<file path="config.mk">
export PLATFORM = sky130hd
export DESIGN_NAME = stream_fifo
export DESIGN_NICKNAME = d
export VERILOG_FILES = /design/src/rtl/stream_pkg.sv /design/src/rtl/stream_fifo_mem.sv /design/src/rtl/stream_fifo.sv
export SDC_FILE = /design/constraint.sdc
export NUM_CORES = 1
export LEC_CHECK = 0
export ABC_AREA = 0
export CAP_MARGIN = 10
export CORE_MARGIN = 2
export CORE_UTILIZATION = 35
export DETAILED_ROUTE_END_ITERATION = 10
export PLACE_DENSITY = 0.57
export RECOVER_POWER = 50
export SYNTH_ARGS = -nofsm -noshare
export SYNTH_HDL_FRONTEND = slang
export SYNTH_SLANG_ARGS = --single-unit
</file>
<file path="constraint.sdc">
create_clock -name clk -period 4.9 [get_ports clk]
set_clock_uncertainty 0.2 [all_clocks]
set_input_delay 0.735 -clock clk [delete_from_list [all_inputs] [get_ports clk]]
set_output_delay 0.735 -clock clk [all_outputs]
set_load 0.01 [all_outputs]
</file>
<file path="src/rtl/stream_pkg.sv">
// Purpose : shared definitions for valid/ready stream stages (pointer sizing, beat template).
// Latency : n/a (types and constant functions only).
// Backpressure: n/a; consumers of stream_beat_t carry their own ready signal.
package stream_pkg;

  // Width of a FIFO pointer: address bits plus one wrap bit, so that
  // "pointers equal" means empty and "addresses equal, wrap bits differ" means full.
  function automatic int ptr_w(input int depth);
    return $clog2(depth) + 1;
  endfunction

  // Payload width of the beat template below. Neighbouring stages that need
  // a different width declare their own struct with the same field layout.
  localparam int BEAT_DATA_W = 32;

  // Template for one beat on a stream: payload plus its valid qualifier.
  typedef struct packed {
    logic [BEAT_DATA_W-1:0] data;
    logic                   valid;
  } stream_beat_t;

endpackage : stream_pkg

</file>
<file path="src/rtl/stream_fifo_mem.sv">
// Purpose : DEPTH x DATA_W register array, one synchronous write port and one async read port.
// Latency : write visible on rdata the cycle after the write edge; read is combinational.
// Backpressure: none; the caller guarantees it never writes the slot it is reading.
//
// Ports:
//   clk   - write clock
//   we    - write enable, samples waddr/wdata on the rising edge
//   waddr - write address
//   wdata - write payload
//   raddr - read address
//   rdata - storage contents at raddr (combinational)
module stream_fifo_mem #(
  parameter int DATA_W = 32,
  parameter int DEPTH  = 8,
  parameter int AW     = $clog2(DEPTH)
) (
  input  logic              clk,
  input  logic              we,
  input  logic [AW-1:0]     waddr,
  input  logic [DATA_W-1:0] wdata,
  input  logic [AW-1:0]     raddr,
  output logic [DATA_W-1:0] rdata
);

  // Storage is deliberately not reset: the owning FIFO's pointers decide
  // which slots hold meaningful data, so clearing the array buys nothing.
  logic [DATA_W-1:0] mem [DEPTH];

  always_ff @(posedge clk) begin
    if (we) begin
      mem[waddr] <= wdata;
    end
  end

  assign rdata = mem[raddr];

endmodule : stream_fifo_mem

</file>
<file path="src/rtl/stream_fifo.sv">
// Purpose : first-word-fall-through FIFO decoupling a consumer's ready from its producer.
// Latency : 1 cycle write-to-read; 1 word/cycle sustained with both sides streaming.
// Backpressure: in_ready = !full from registered pointers only, so out_ready never reaches in_ready.
//
// Ports:
//   clk, rst_n             - clock; asynchronous active-low reset (clears pointers only)
//   in_data/in_valid/in_ready    - producer side, push when in_valid && in_ready
//   out_data/out_valid/out_ready - consumer side, pop when out_valid && out_ready
//   count                  - occupancy 0..DEPTH
//   full/empty/almost_full - occupancy flags (almost_full when count >= AF_LEVEL)
module stream_fifo
  import stream_pkg::*;
#(
  parameter int DATA_W   = 32,
  parameter int DEPTH    = 8,
  parameter int AF_LEVEL = 6
) (
  input  logic                     clk,
  input  logic                     rst_n,
  input  logic [DATA_W-1:0]        in_data,
  input  logic                     in_valid,
  output logic                     in_ready,
  output logic [DATA_W-1:0]        out_data,
  output logic                     out_valid,
  input  logic                     out_ready,
  output logic [$clog2(DEPTH):0]   count,
  output logic                     full,
  output logic                     empty,
  output logic                     almost_full
);

  localparam int PW = ptr_w(DEPTH);
  localparam int AW = PW - 1;

  // Elaboration-time parameter sanity checks.
  if (DATA_W < 1) begin : g_bad_data_w
    $error("stream_fifo: DATA_W must be >= 1");
  end
  if (DEPTH < 2 || (DEPTH & (DEPTH - 1)) != 0) begin : g_bad_depth
    $error("stream_fifo: DEPTH must be a power of two and >= 2");
  end
  if (AF_LEVEL < 1 || AF_LEVEL > DEPTH) begin : g_bad_af_level
    $error("stream_fifo: AF_LEVEL must be in 1..DEPTH");
  end

  logic [PW-1:0] wr_ptr;
  logic [PW-1:0] rd_ptr;
  logic          push;
  logic          pop;

  // Handshakes. in_ready/out_valid come from registered pointers, so a
  // simultaneous push+pop on a full FIFO only pops (no same-cycle refill),
  // and on an empty FIFO only pushes.
  assign push = in_valid && in_ready;
  assign pop  = out_valid && out_ready;

  // Pointers wrap naturally modulo 2*DEPTH; the extra bit tracks the lap.
  always_ff @(posedge clk or negedge rst_n) begin
    if (!rst_n) begin
      wr_ptr <= '0;
      rd_ptr <= '0;
    end else begin
      if (push) begin
        wr_ptr <= wr_ptr + PW'(1);
      end
      if (pop) begin
        rd_ptr <= rd_ptr + PW'(1);
      end
    end
  end

  // Modulo-2*DEPTH difference gives occupancy directly, including across wrap.
  assign count       = wr_ptr - rd_ptr;
  assign empty       = (wr_ptr == rd_ptr);
  assign full        = (wr_ptr[AW-1:0] == rd_ptr[AW-1:0]) && (wr_ptr[AW] != rd_ptr[AW]);
  assign almost_full = (count >= PW'(AF_LEVEL));
  assign in_ready    = !full;
  assign out_valid   = !empty;

  stream_fifo_mem #(
    .DATA_W (DATA_W),
    .DEPTH  (DEPTH),
    .AW     (AW)
  ) u_mem (
    .clk   (clk),
    .we    (push),
    .waddr (wr_ptr[AW-1:0]),
    .wdata (in_data),
    .raddr (rd_ptr[AW-1:0]),
    .rdata (out_data)
  );

`ifndef SYNTHESIS
  // Occupancy can never exceed the array size.
  a_count_range : assert property (
    @(posedge clk) disable iff (!rst_n) count <= PW'(DEPTH)
  );

  // A stalled head word must not change under the consumer: writes never
  // target the read slot while it holds valid data.
  a_head_stable : assert property (
    @(posedge clk) disable iff (!rst_n)
    (out_valid && !out_ready) |=> $stable(out_data)
  );
`endif

endmodule : stream_fifo
</file>
==> After elaboration in Yosys (flattened, before gate mapping) <==
Memories as Yosys holds them, arrays and structs flattened.
Index checks and enable logic that the tools add are counted.
{ "word_totals": {"mem_count": 1, "inputBits": 36, "word_cells": 17, "regBits": 8, "mem_bits_rw": 256} }
{ "classes": {"reduce_logical": 5, "magnitude_cmp": 1, "add_sub_neg": 3, "n_eq_ne": 3, "muxes": 2} }
{ "mem_list": {"columns": ["memory", "words", "word_bits", "read_ports", "rd_ports_with_merged_regs", "wr", "line_no", "source"], "rows": [
  ["u_mem.mem", 8, 32, 1, 0, 1, "stream_fifo_mem.sv:27", "logic [DATA_W-1:0] mem [DEPTH];"]
]} }
{ "ops": {"columns": ["cell", "count"], "rows": [
  ["adder 4 x 1 -> 4 bit (second input constant)", 2],
  ["equality test 4 bit", 1],
  ["greater-or-equal comparator 4 x 3 -> 1 bit (second input constant)", 1],
  ["subtractor 4 bit", 1],
  ["equality test 3 bit", 1],
  ["logical AND 1 bit", 3],
  ["logical NOT 1 bit", 2],
  ["2-to-1 mux 1 bit", 2],
  ["!= test 1 bit", 1]
]} }

==> Longest topological paths before layout <==
{ "logic_depth": {"word_depth": 6, "mapped_depth": 7} }

==> Hierarchy <==
A second synthesis with hierarchy kept.
{ "unflattened": {"cells_unflattened": 436, "area_unflattened_um2": 10366.2} }
{ "by_module_without_submodules": {"columns": ["mod", "area_each_um2", "instances", "cells_each"], "rows": [
  ["stream_fifo_mem", 9825.7, 1, 383],
  ["stream_fifo", 540.5, 1, 53]
]} }

==> Least setup slack after synthesis <==
Ideal clock, no wire load.
{ "synth_path": {"kind": "register to register", "startpoint": "reg rd_ptr[2]", "endpoint": "mem u_mem.mem[3][0] (enable)", "t_arrival_ns": 4.611, "period_less_slack_ns": 5.313, "t_required_ns": 4.198, "path_buffers": 2, "setup_slack_ns": -0.413, "path_stages_with_launch": 8, "cell_sequence": "dfrtp_1 clkbuf_1 inv_1 buf_1 ha_1 nand3_1 o21ai_2 nor4_1"} }
{ "synth_via": {"elab_chain_cells": 6} }
{ "synth_rtl": {"columns": ["element", "line_no", "source"], "rows": [
  ["from (decl)", "stream_fifo.sv:47", "logic [PW-1:0] rd_ptr;"],
  ["from (signal assigned)", "stream_fifo.sv:67", "rd_ptr <= rd_ptr + PW'(1);"],
  ["equality test 3 bit", "stream_fifo.sv:75", "assign full = (wr_ptr[AW-1:0] == rd_ptr[AW-1:0]) && (wr_ptr[AW] != rd_ptr[AW]);"],
  ["logical AND 1 bit", "stream_fifo.sv:75", null],
  ["logical NOT 1 bit", "stream_fifo.sv:77", "assign in_ready = !full;"],
  ["logical AND 1 bit", "stream_fifo.sv:54", "assign push = in_valid && in_ready;"],
  ["2-to-1 mux 1 bit", "stream_fifo_mem.sv:30", "if (we) begin"],
  ["2-to-1 mux 1 bit (not written as such)", "stream_fifo_mem.sv:31", "mem[waddr] <= wdata;"],
  ["to (decl)", "stream_fifo_mem.sv:27", null]
]} }
Every way passes these cells.

==> Final worst setup path <==
{ "layout_path": {"startpoint": "reg rd_ptr[1]", "endpoint": "mem u_mem.mem[7][16] (enable)"} }
Same word-level chain as after synthesis.

==> results_dict.tcl <==
set metrics [dict create \
    violations "capacitance limit, slew limit" \
    hold_viol 0 \
    p_int_w 0.00545 \
    synth_cell_types 27 \
    grt_max_degree 37 \
    drv_cap 1 \
    netSwitchingFraction_pct 30.1 \
    viasPerCell 4.93 \
    nets 640 \
    cts_resized 0 \
    path_cells "inv_1 -> ha_1 -> and3_1 -> a21oi_4 -> clkbuf_1" \
    htreeDepth 1 \
    crit_path_start_kind "flip-flop" \
    clock_latency_ns 0.52 \
    criticalPathCategory "flip-flop to flip-flop" \
    fin_crit_ns 4.13 \
    synthTopCellsByCount "edfxtp_1, nand2_1, mux4_2" \
    wirelength_um 20800 \
    final_area_um2 12400 \
    cts_buffer_depth 3 \
    rr_endpoint "u_mem.mem[7][16]$_DFFE_PP_" \
    core_area_um2 28700 \
    cp_max_fo 34 \
    arrival_ns 4.01 \
    pin_count 77 \
    cp-endpoint "u_mem.mem[7][16]$_DFFE_PP_" \
    syn_area_per_cell_um2 20.4 \
    worstMarginPinSlew_ns 2.57 \
    final_antenna_net_count 0 \
    status "finished with violations" \
    instances_no_fill 1003 \
    switching_power_w 0.00235 \
    drt_iter0_drc 282 \
    firstDrtPassIters 4 \
    p_leak_nw 4.09 \
    synth_edf_count 256 \
    yosysSeqAreaShare_pct 77.4 \
    antenna_found_initial 3 \
    slowest_delay_ns 1.84 \
    fmax_mhz 242 \
    rsz0062_at_grt "no" \
    start_util_pct 35.5 \
    synth-async-reset-ratio_pct 3.03 \
    p_comb_share_pct 33.9 \
    irDropWorstVdd_mv 0.373 \
    die_h_um 175 \
    yosysMostFrequentCell "edfxtp_1" \
    num_rows 62 \
    io_buffers 76 \
    setup_violations 0 \
    cts_made_buffers 26 \
    power_density_nw_per_um2 631 \
    synth_seq_cells 264 \
    post_cts_buffers 0 \
    hold_path.class "flip-flop to flip-flop" \
    p_seq_share_pct 39.9 \
    gr-total-overflow 0 \
    cp_data_required_time_ns 4.78 \
    drv_slew 34 \
    drc_errors 0 \
    place.gp.congestion 0.721 \
    cpMaxStageDelayCell "clkbuf_1" \
    synth_fp_nets 542 \
    dpl.cell_count 954 \
    end_kind "flip-flop" \
    reg2reg_from "rd_ptr[1]$_DFFE_PN0P_" \
    die-area_um2 30500 \
    synth_top_area_share_pct 75.4 \
    yosysWarnings 0 \
    dp_hpwl_um 11400 \
    r2r_cells 5 \
    cts.root.buffer_cell "clkbuf_16" \
    synth_area_leaders "edfxtp_1, mux4_2, nand2_1, dfrtp_1, ha_1" \
    post-route-period-util_pct 84.3 \
    synth_area_um2 10200 \
    grt_pass1_vias 5357 \
    drive_gt1_share_pct 20.2 \
    cts_tree "built" \
    vias 4940 \
    r2r_setup_slack_ns 0.77 \
    clkTransAtPathRegs_ns 0.06 \
    cts_sinks 264 \
    maxSlewHeadroom_pct -71.6 \
    grt_pass1_wl_um 32200 \
    crit_start "rd_ptr[1]$_DFFE_PN0P_" \
    syn_inst 500 \
    yosys.area.top_type "edfxtp_1" \
    wl_per_cell_um 20.8 \
    clock_power_share_pct 26.2 \
    synth_ff_type "edfxtp_1" \
    die_w_um 175 \
    area_growth_pct 21.3 \
    ctsHoldBuffers 0 \
    gr-usage-all-layers_pct 13.9 \
    dpl_cell_area_um2 11500 \
]
## stage by stage
stage / worst slack (ns) / power, W / hold slack, ns / TNS, ns / utilization [%]
floorplan: -0.413 / 0.00469 / 0.239 / -26.42 / -
global placement: 1.46 / 0.00583 / 0.310 / 0 / 40.0
detailed placement: 1.46 / 0.00588 / 0.321 / 0 / 40.0
CTS: 0.872 / 0.00795 / 0.292 / 0 / 43.1
global route: 0.469 / 0.00821 / 0.355 / 0 / 43.1
finish: 0.770 / 0.00780 / 0.336 / 0 / 43.1
## kinds of logic (layout without fill, tap and decap cells)
group | Yosys count | in the layout | synth area share, %
flops | 264 | 264 | 77.4
simple gates | 115 | 115 | 4.47
mux | 66 | 66 | 14.4
buf+inv | 30 | 148 | 1.60
compound gates | 10 | 10 | 0.601
xor+xnor | 9 | 9 | 0.773
fa+ha+maj | 6 | 6 | 0.810
other cells | 0 | 1 | 0
## cell usage in the layout (no fill, tap or decap)
cell	instances
dlygate4sd3_1	33
clkinv_4	1
clkbuf_8	2
nor2_1	1
inv_1	7
a21oi_1	3
nand4_1	2
dfrtp_4	2
a21oi_4	1
nand3b_1	1
xor2_1	3
dfrtp_1	5
buf_4	14
mux2_2	2
o21ai_0	3
dfrtp_2	1
inv_6	1
nor2_4	2
mux4_2	64
clkdlybuf4s50_1	43
clkbuf_16	27
clkinv_1	4
edfxtp_1	256
ha_1	5
nor4_2	2
clkbuf_1	12
fa_1	1
nor3_2	2
diode_2	1
nand3_1	1
and3_1	2
nor3_1	1
bufinv_16	4
nand2_1	101
xnor2_1	6
o211ai_1	3
## area by class of cell
class                           count  area, um^2
Tap cell                          384         480
Clock inverter                      9         149
Multi-Input combinational cell    206        2190
Antenna cell                        1        2.50
Sequential cell                   264        7900
Timing Repair Buffer               92         873
Fill cell                        2515       16300
Clock buffer                       39         741
Inverter                            8        30.0
## power by group through the flow
| stage | registers [W] | logic [W] | clock network (W) |
|---|---|---|---|
| 6_report | 0.00311 | 0.00264 | 0.00204 |
| 5_1_grt | 0.00316 | 0.00288 | 0.00218 |
| 4_1_cts | 0.00312 | 0.00273 | 0.00210 |
| 2_1_floorplan | 0.00301 | 0.00168 | 0 |
| 3_5_place_dp | 0.00317 | 0.00271 | 0 |
| 3_3_place_gp | 0.00314 | 0.00269 | 0 |
## worst max-delay path, delay by kind of cell, from the launching register on
| family | cells | cell delay (ns) |
|---|---|---|
| buffers and inverters | 2 | 1.94 |
| AND/OR/NAND/NOR | 1 | 0.25 |
| adder cells (fa/ha/maj) | 1 | 0.33 |
| AO/OA/AOI/OAI | 1 | 0.16 |
| flip-flops | 1 | 0.78 |
## metal layers
| metal | vias to the layer above | wire length [um] | track usage [%] |
|---|---|---|---|
| li1 | 2184 | - | - |
| met1 | 2588 | 9170 | 18.2 |
| met2 | 125 | 10200 | 23.5 |
| met3 | 39 | 964 | 3.13 |
| met4 | 4 | 448 | 3.75 |
| met5 | - | 27 | 0 |
## worst min path at each step
| stage | from | endpoint | slack [ns] | depth (start not counted) |
|---|---|---|---|---|
| 3_5_place_dp | wr_ptr[3]$_DFFE_PN0P_ | wr_ptr[3]$_DFFE_PN0P_ | 0.32 | 1 |
| 2_1_floorplan | rst_n | rd_ptr[0]$_DFFE_PN0P_ | 0.24 | 0 |
| 5_1_grt | wr_ptr[3]$_DFFE_PN0P_ | wr_ptr[3]$_DFFE_PN0P_ | 0.35 | 1 |
| 3_3_place_gp | rd_ptr[3]$_DFFE_PN0P_ | rd_ptr[3]$_DFFE_PN0P_ | 0.31 | 1 |
| 4_1_cts | rst_n | wr_ptr[1]$_DFFE_PN0P_ | 0.29 | 1 |
| 6_report | wr_ptr[3]$_DFFE_PN0P_ | wr_ptr[3]$_DFFE_PN0P_ | 0.34 | 1 |
## state kept, by name, indices dropped and copies added, names as in the netlist
| signal | count |
|---|---|
| wr_ptr | 4 |
| u_mem.mem | 256 |
| rd_ptr | 4 |
(Power assumes the default switching activity.)
